==> config.mk <==
export PLATFORM = sky130hd
export DESIGN_NAME = bcd_display_scanner
export DESIGN_NICKNAME = d
export VERILOG_FILES = /design/src/rtl/calc_display_pkg.sv /design/src/rtl/seg_decoder.sv /design/src/rtl/bcd_display_scanner.sv
export SDC_FILE = /design/constraint.sdc
export NUM_CORES = 1
export LEC_CHECK = 0
export BUFFER_PORTS_ARGS = -buffer_cell sky130_fd_sc_hd__buf_2
export CORE_MARGIN = 2
export CORE_UTILIZATION = 56
export DETAILED_ROUTE_END_ITERATION = 10
export HOLD_SLACK_MARGIN = 0.02
export PLACE_DENSITY = 0.79
export REMOVE_ABC_BUFFERS = 1
export SLEW_MARGIN = 20
export SYNTH_ARGS = -nofsm -noshare
export SYNTH_HDL_FRONTEND = slang
export SYNTH_SLANG_ARGS = --single-unit
==> constraint.sdc <==
create_clock -name clk -period 3.2 [get_ports clk]
set_clock_uncertainty 0.2 [all_clocks]
set_input_delay 0.96 -clock clk [delete_from_list [all_inputs] [get_ports clk]]
set_output_delay 0.96 -clock clk [all_outputs]
set_load 0.005 [all_outputs]
==> src/rtl/calc_display_pkg.sv <==
// Shared constants and types for the seven-digit calculator display scanner.
// Segment patterns are ordered {g,f,e,d,c,b,a} and are active-low.
package calc_display_pkg;

    localparam int NUM_POS = 7;
    localparam int DIGIT_W = 4;
    localparam int POS_W   = 3;
    localparam int SEG_W   = 7;

    typedef logic [POS_W-1:0] pos_t;

    localparam pos_t SIGN_POS = 3'd6;

    localparam logic [SEG_W-1:0] SEG_0     = 7'b1000000;
    localparam logic [SEG_W-1:0] SEG_1     = 7'b1111001;
    localparam logic [SEG_W-1:0] SEG_2     = 7'b0100100;
    localparam logic [SEG_W-1:0] SEG_3     = 7'b0110000;
    localparam logic [SEG_W-1:0] SEG_4     = 7'b0011001;
    localparam logic [SEG_W-1:0] SEG_5     = 7'b0010010;
    localparam logic [SEG_W-1:0] SEG_6     = 7'b0000010;
    localparam logic [SEG_W-1:0] SEG_7     = 7'b1111000;
    localparam logic [SEG_W-1:0] SEG_8     = 7'b0000000;
    localparam logic [SEG_W-1:0] SEG_9     = 7'b0010000;
    localparam logic [SEG_W-1:0] SEG_E     = 7'b0000110;
    localparam logic [SEG_W-1:0] SEG_DASH  = 7'b0111111;
    localparam logic [SEG_W-1:0] SEG_BLANK = 7'b1111111;

endpackage

==> src/rtl/seg_decoder.sv <==
// Combinational BCD digit to active-low seven-segment pattern; codes 10-15 show 'E'.
module seg_decoder
    import calc_display_pkg::*;
(
    input  logic [DIGIT_W-1:0] code_i,
    output logic [SEG_W-1:0]   seg_o
);

    // Digit lookup
    always_comb begin
        case (code_i)
            4'd0:    seg_o = SEG_0;
            4'd1:    seg_o = SEG_1;
            4'd2:    seg_o = SEG_2;
            4'd3:    seg_o = SEG_3;
            4'd4:    seg_o = SEG_4;
            4'd5:    seg_o = SEG_5;
            4'd6:    seg_o = SEG_6;
            4'd7:    seg_o = SEG_7;
            4'd8:    seg_o = SEG_8;
            4'd9:    seg_o = SEG_9;
            default: seg_o = SEG_E;
        endcase
    end

endmodule

==> src/rtl/bcd_display_scanner.sv <==
// Multiplexed seven-position display driver: holds a captured BCD answer and scans
// it one position at a time with leading-zero blanking and a suppressed negative zero.
module bcd_display_scanner
    import calc_display_pkg::*;
#(
    parameter int SCAN_DIV = 50000
) (
    input  logic                              clk,
    input  logic                              rstN,
    input  logic [NUM_POS*DIGIT_W-DIGIT_W:0]  bcdAnswer,
    input  logic                              load,
    output logic [SEG_W-1:0]                  segments,
    output logic [NUM_POS-1:0]                digitEnable
);

    localparam int HOLD_W = (NUM_POS - 1) * DIGIT_W + 1;
    localparam int NUM_DIG = NUM_POS - 1;
    localparam int CNT_W  = $clog2(SCAN_DIV);
    localparam logic [CNT_W-1:0] CNT_MAX = CNT_W'(SCAN_DIV - 1);

    logic [HOLD_W-1:0]  hold_q, hold_d;
    logic [CNT_W-1:0]   cnt_q, cnt_d;
    pos_t               pos_q, pos_d;
    logic [SEG_W-1:0]   seg_q, seg_d;
    logic [NUM_POS-1:0] en_q, en_d;

    logic [NUM_DIG-1:0] dig_nz_s;
    logic [NUM_DIG-1:0] lead_zero_s;
    logic               zero_run_s;
    logic [DIGIT_W-1:0] digit_s;
    logic               blank_s;
    logic [SEG_W-1:0]   dec_seg_s;

    // Capture, prescaler and position sequencing
    always_comb begin
        if (load) begin
            hold_d = bcdAnswer;
        end else begin
            hold_d = hold_q;
        end
        if (cnt_q == CNT_MAX) begin
            cnt_d = '0;
            if (pos_q == SIGN_POS) begin
                pos_d = 3'd0;
            end else begin
                pos_d = pos_q + 3'd1;
            end
        end else begin
            cnt_d = cnt_q + {{(CNT_W-1){1'b0}}, 1'b1};
            pos_d = pos_q;
        end
    end

    // lead_zero_s[p] means digit p and every digit above it are zero
    always_comb begin
        zero_run_s  = 1'b1;
        dig_nz_s    = '0;
        lead_zero_s = '0;
        for (int i = NUM_DIG - 1; i >= 0; i--) begin
            dig_nz_s[i]    = |hold_q[DIGIT_W*i +: DIGIT_W];
            zero_run_s     = zero_run_s & ~dig_nz_s[i];
            lead_zero_s[i] = zero_run_s;
        end
    end

    // Digit mux and per-position blanking
    always_comb begin
        case (pos_q)
            3'd0:    begin digit_s = hold_q[3:0];   blank_s = 1'b0;           end
            3'd1:    begin digit_s = hold_q[7:4];   blank_s = lead_zero_s[1]; end
            3'd2:    begin digit_s = hold_q[11:8];  blank_s = lead_zero_s[2]; end
            3'd3:    begin digit_s = hold_q[15:12]; blank_s = lead_zero_s[3]; end
            3'd4:    begin digit_s = hold_q[19:16]; blank_s = lead_zero_s[4]; end
            3'd5:    begin digit_s = hold_q[23:20]; blank_s = lead_zero_s[5]; end
            default: begin digit_s = 4'd0;          blank_s = 1'b1;           end
        endcase
    end

    seg_decoder u_seg_decoder (
        .code_i (digit_s),
        .seg_o  (dec_seg_s)
    );

    // Output pattern selection; the sign only lights for a nonzero magnitude
    always_comb begin
        if (pos_q == SIGN_POS) begin
            if (hold_q[HOLD_W-1] && (|dig_nz_s)) begin
                seg_d = SEG_DASH;
            end else begin
                seg_d = SEG_BLANK;
            end
        end else if (blank_s) begin
            seg_d = SEG_BLANK;
        end else begin
            seg_d = dec_seg_s;
        end
        en_d = ~(7'b0000001 << pos_q);
    end

    // State and registered outputs
    always_ff @(posedge clk or negedge rstN) begin
        if (!rstN) begin
            hold_q <= '0;
            cnt_q  <= '0;
            pos_q  <= 3'd0;
            seg_q  <= SEG_BLANK;
            en_q   <= 7'b1111111;
        end else begin
            hold_q <= hold_d;
            cnt_q  <= cnt_d;
            pos_q  <= pos_d;
            seg_q  <= seg_d;
            en_q   <= en_d;
        end
    end

    assign segments    = seg_q;
    assign digitEnable = en_q;

endmodule

After elaboration in Yosys (flattened, before gate mapping)
Memories as Yosys holds them, arrays and structs flattened.
Index checks and enable logic that the tools add are counted.
{"block": "op_classes", "add_sub_neg": 2, "eq_ne": 7, "shift": 1, "mux": 7, "bitwise_logic": 10, "reduce_logical": 8}
{"operator": "one-hot mux 4 bit (6 select lines)", "count": 1}
{"operator": "OR reduction 24 bit", "count": 1}
{"operator": "two-way mux 7 bit", "count": 3}
{"operator": "OR reduction 4 bit", "count": 5}
{"operator": "adder 16 x 1 -> 16 bit (second input constant)", "count": 1}
{"operator": "equality test 16 bit (second input constant)", "count": 1}
{"operator": "two-way mux 16 bit", "count": 1}
{"operator": "equality test 3 bit (second input constant)", "count": 3}
{"operator": "inverter 7 bit", "count": 1}
{"operator": "<< shifter 1 x 3 -> 7 bit (first input constant)", "count": 1}
{"operator": "equality test 3 x 2 -> 1 bit (second input constant)", "count": 2}
{"operator": "one-hot mux 1 bit (6 select lines)", "count": 1}
{"operator": "inverter 1 bit", "count": 5}
{"operator": "AND 1 bit", "count": 4}
{"operator": "adder 3 x 1 -> 3 bit (second input constant)", "count": 1}
{"operator": "equality test 3 x 1 -> 1 bit (second input constant)", "count": 1}
{"operator": "zero test 3 bit", "count": 1}
{"operator": "two-way mux 3 bit", "count": 1}
{"operator": "logical AND 1 bit", "count": 1}
{"block": "totals", "regBits": 58, "mem_bits_ro": 112, "input_bits": 28, "memories": 1}
{"name": "(name not given)", "depth": 16, "word_bits": 7, "read_ports": 1, "rd_ports_with_merged_regs": 0, "write_ports": 0, "line_no": "seg_decoder.sv:11", "rtl": "case (code_i)"}

Depth between registers and ports, before layout
{"block": "depth", "depth_word": 9, "depth_mapped": 11, "ltp_nobuf": 9}

Cells and area by module
A second synthesis with hierarchy kept.
{"block": "hier_totals", "hier_cells": 229, "hier_area_um2": 2726.4}
{"module": "bcd_display_scanner", "instances": 1, "cells_per_inst": 202, "area_per_inst_um2": 2539.9}
{"module": "seg_decoder", "instances": 1, "cells_per_inst": 27, "area_per_inst_um2": 186.4}

Least setup slack after synthesis
No wires, ideal clock.
{"block": "synth_timing", "path_kind": "reg2reg", "from": "reg pos_q[2]", "to": "reg seg_q[4] (netlist: segments[4])", "setup_ps": 98, "arrival_time_ps": 2255, "required_time_ps": 2902, "slack_ps": 646, "path_stages_with_launch": 10, "cell_sequence": "dfrtp_1 > buf_2 > buf_1 > inv_1 > ha_1 > a22o_1 > or3_1 > buf_2 > or3_1 > o311ai_1"}
{"block": "synth_via", "elab_chain_cells": 5}
{"element": "from (decl)", "line_no": "bcd_display_scanner.sv:23", "rtl": "pos_t pos_q, pos_d;"}
{"element": "from (signal assigned)", "line_no": "bcd_display_scanner.sv:111", "rtl": "pos_q <= pos_d;"}
{"element": "equality test 3 bit (tied with other cells)", "line_no": "bcd_display_scanner.sv:68", "rtl": "case (pos_q)"}
{"element": "one-hot mux 4 bit (6 select lines)", "line_no": "bcd_display_scanner.sv:68"}
{"element": "memory (16 x 7 bit)"}
{"element": "two-way mux 7 bit", "line_no": "bcd_display_scanner.sv:92", "rtl": "end else if (blank_s) begin"}
{"element": "two-way mux 7 bit *", "line_no": "bcd_display_scanner.sv:86", "rtl": "if (pos_q == SIGN_POS) begin"}
{"element": "named net seg_d[4]", "line_no": "bcd_display_scanner.sv:24", "rtl": "logic [SEG_W-1:0] seg_q, seg_d;"}
{"element": "to (signal assigned)", "line_no": "bcd_display_scanner.sv:112", "rtl": "seg_q <= seg_d;"}
{"element": "to (decl)", "line_no": "bcd_display_scanner.sv:24"}
The timed path passes the listed nets; every way through them passes the cells marked *.
A chain may end at the register's enable or synchronous reset.

Worst setup path in the final report
Same ends and word-level chain as after synthesis.

==> impl_results.md <==
* Outcome: complete, no violations
* Area delta synth->final at 18.3%
* Clk Latency, worst-skew pair at 0.34 ns
* Mapped Area at 2730 µm²
* Starting Density at 57.7%
* DIE AREA at 5440 µm²
* Sequential power share at 48.1%
* Final hold violation count at 0
* Post-CTS setup buffer count at 0
* Cts-stage hold buffer count at 0
* Lkg Pwr at 1.44 nW
* WP data arrival at 2.81 ns
* Vias in the first global route at 1911
* Sequential cell area fraction in the yosys report at 53.9%
* Post-Route WL at 5340 µm
* Hpwl dp at 3830 µm
* Worst Path Max Fanout at 18
* Min-delay worst type: register to register
* Die width at 73.8 µm
* Period utilisation layout at 86.6%
* Clock Sink Count at 58
* Max Cap Violations at 0
* Most frequent cells in the layout: dfrtp_1 (44), buf_2 (41), nor2_1 (20), mux2_1 (20), dfstp_2 (14)
* CTS tree: done
* Max VDD drop at 0.000298 V
* Final setup viols at 0
* FMAX at 361 MHz
* Mapped Cells at 236
* Distinct cell type count after synthesis at 43
* Crit. End Element: register
* Global route overflow at 0
* Clk buf depth at 2
* Yosys top cell by area: dfrtp_1
* Die height at 73.8 µm
* Largest net degree at the start of global routing at 37
* Core Region at 4720 µm²
* Kind of critical path: register to register
* Total track usage at 22.3%
* Yosys warnings at 0
* IO Port Bufs at 41
* Root Buffer Master: clkbuf_8
* Crit path from: pos_q[2]
* Top post-synthesis cells by area: dfrtp_1 (40%), dfstp_2 (13%), mux2_1 (8.3%)
* Reg2reg start: pos_q[2]
* Sw Ratio at 22.9%
* Routed wire length per instance at 15.1 µm
* Iteration-0 DRC Markers at 91
* Initial antenna violation count at 0
* Least-Margin Pin Slew at 0.565 ns
* Share of power burned in combinational logic at 8.4%
* Via count at 1939
* R2R depth at 8
* Sw power at 0.389 mW
* CTS resizes at 0
* RePlAce Congestion at 0.927
* ANT nets after route at 0
* DRC Markers at 0
* Final Util at 68.2%
* First-pass GRT wire length at 8870 µm
* Fin crit period at 2.77 ns
* Io pins at 42
* DR pass1 iterations at 4
* Worst hold stages at 1
* Slew Viols, Final at 0
* Setup tns final at 0 ns
* Net count reported at finish at 316
* Ant diodes at 0
* Share of the synthesized area in the top cell type at 40.4%
* Critical Path Start Type: register
* Via density at 5.49
* RSZ-0062 raised after global routing: false
* Internal Power at 1.31 mW
* Most common cell after layout, fill and taps aside: dfrtp_1
* TritonCTS Buffers at 9
* Core Rows at 25
* H-tree Lvls at 3
* Clock share of power at 43.6%
* Relative slew slack at 62.4%
* Min-Delay Startpoint: cnt_q[0]
* Req. time, crit path at 3.24 ns
* Yosys reg bits at 58
* Post-synthesis average cell area at 11.5 µm²
* Worst-path clk slew at 0.06 ns
* Layout cell share with drive strength beyond 1 at 29.0%
* Pwr Density at 527 nW/µm²
-- cell usage after synthesis --
cell / number
dfrtp_1: 44
mux2_1: 20
nor2_1: 20
dfstp_2: 14
nand3_1: 11
inv_1: 10
nand2_1: 9
xor2_1: 9
ha_1: 7
mux2i_1: 7
o21ai_1: 7
nor4_1: 6
and3_1: 5
buf_2: 5
mux2_2: 5
nand3b_1: 5
xnor2_1: 5
a21oi_1: 4
nor3b_1: 4
a32oi_1: 3
clkbuf_1: 3
nand4_1: 3
nor3_1: 3
a22o_1: 2
a22oi_1: 2
a31oi_1: 2
buf_1: 2
nor2b_1: 2
o211ai_1: 2
or3_1: 2
and2_1: 1
and3b_1: 1
inv_2: 1
nand2b_1: 1
nor3_4: 1
nor4_2: 1
o2111ai_1: 1
o211a_2: 1
o21a_1: 1
o21ai_0: 1
o221ai_1: 1
o311ai_1: 1
or4b_1: 1
-- routing by layer --
| metal | GRT usage [%] | wire length (µm) |
|---|---|---|
| met1 | 27.8 | 2420 |
| met2 | 35.4 | 2550 |
| met3 | 5.62 | 228 |
| met4 | 11.9 | 146 |
| met5 | 0 | 0 |
-- registers in the layout (all words and copies together), names as in the netlist --
signal,count
hold_q,25
cnt_q,16
pos_q,3
digitEnable,7
segments,7
-- worst paths after layout --
| check | endpoint | slack [ns] |
|---|---|---|
| min reg2reg | cnt_q[0] | 0.29 |
| min | cnt_q[0] | 0.29 |
| max in group asynchronous | digitEnable[2] | 1.78 |
| max | segments[4] | 0.43 |
| max reg2reg | segments[4] | 0.43 |
| min in group asynchronous | hold_q[13] | 0.40 |
-- final cells by class --
cell class / instances / area, µm²
fillers: 362 / 1500
repair buffers: 44 / 240
inverters: 11 / 41.3
flip-flops and latches: 58 / 1470
clock buffers: 10 / 138
well taps: 67 / 83.8
clock inverters: 6 / 80.1
multi-input cells: 157 / 1170
-- per-stage QoR --
step / worst slack, ns / instance area [µm²] / cells / power (mW) / hold slack [ns]
finish: 0.430 / 3220 / 353 / 1.70 / 0.288
global route: 0.310 / 3220 / 353 / 1.77 / 0.316
CTS: 0.475 / 3220 / 353 / 1.71 / 0.293
detailed placement: 0.495 / 3010 / 337 / 0.974 / 0.284
global placement: 0.607 / 3010 / 337 / 0.966 / 0.273
floorplan: 0.813 / 2680 / 226 / 0.898 / 0.255
-- power by group through the flow --
| stage | registers [mW] | clock network, mW | logic (mW) |
|---|---|---|---|
| final | 0.817 | 0.741 | 0.142 |
| after global routing | 0.822 | 0.785 | 0.162 |
| after CTS | 0.817 | 0.752 | 0.146 |
| after detailed placement | 0.830 | 0 | 0.144 |
| after global placement | 0.828 | 0 | 0.138 |
| after floorplan | 0.822 | 0 | 0.0765 |
-- cell families (layout without fill, tap and decap cells) --
| group | after synthesis | after routing | synth area share (%) |
|---|---|---|---|
| compound gates | 28 | 28 | 6.98 |
| buf+inv | 21 | 71 | 3.12 |
| flops | 58 | 58 | 53.9 |
| xor+xnor | 14 | 14 | 4.50 |
| simple gates | 76 | 76 | 15.4 |
| mux | 32 | 32 | 12.9 |
| fa+ha+maj | 7 | 7 | 3.21 |
-- critical path: stages (launching register included) --
cell      delay [ns]
dfrtp_1         0.70
inv_1           0.20
ha_1            0.33
a32oi_1         0.18
o211a_2         0.31
inv_2           0.06
ha_1            0.22
or3_1           0.37
o311ai_1        0.10
Power figures use the tool's default switching activity.
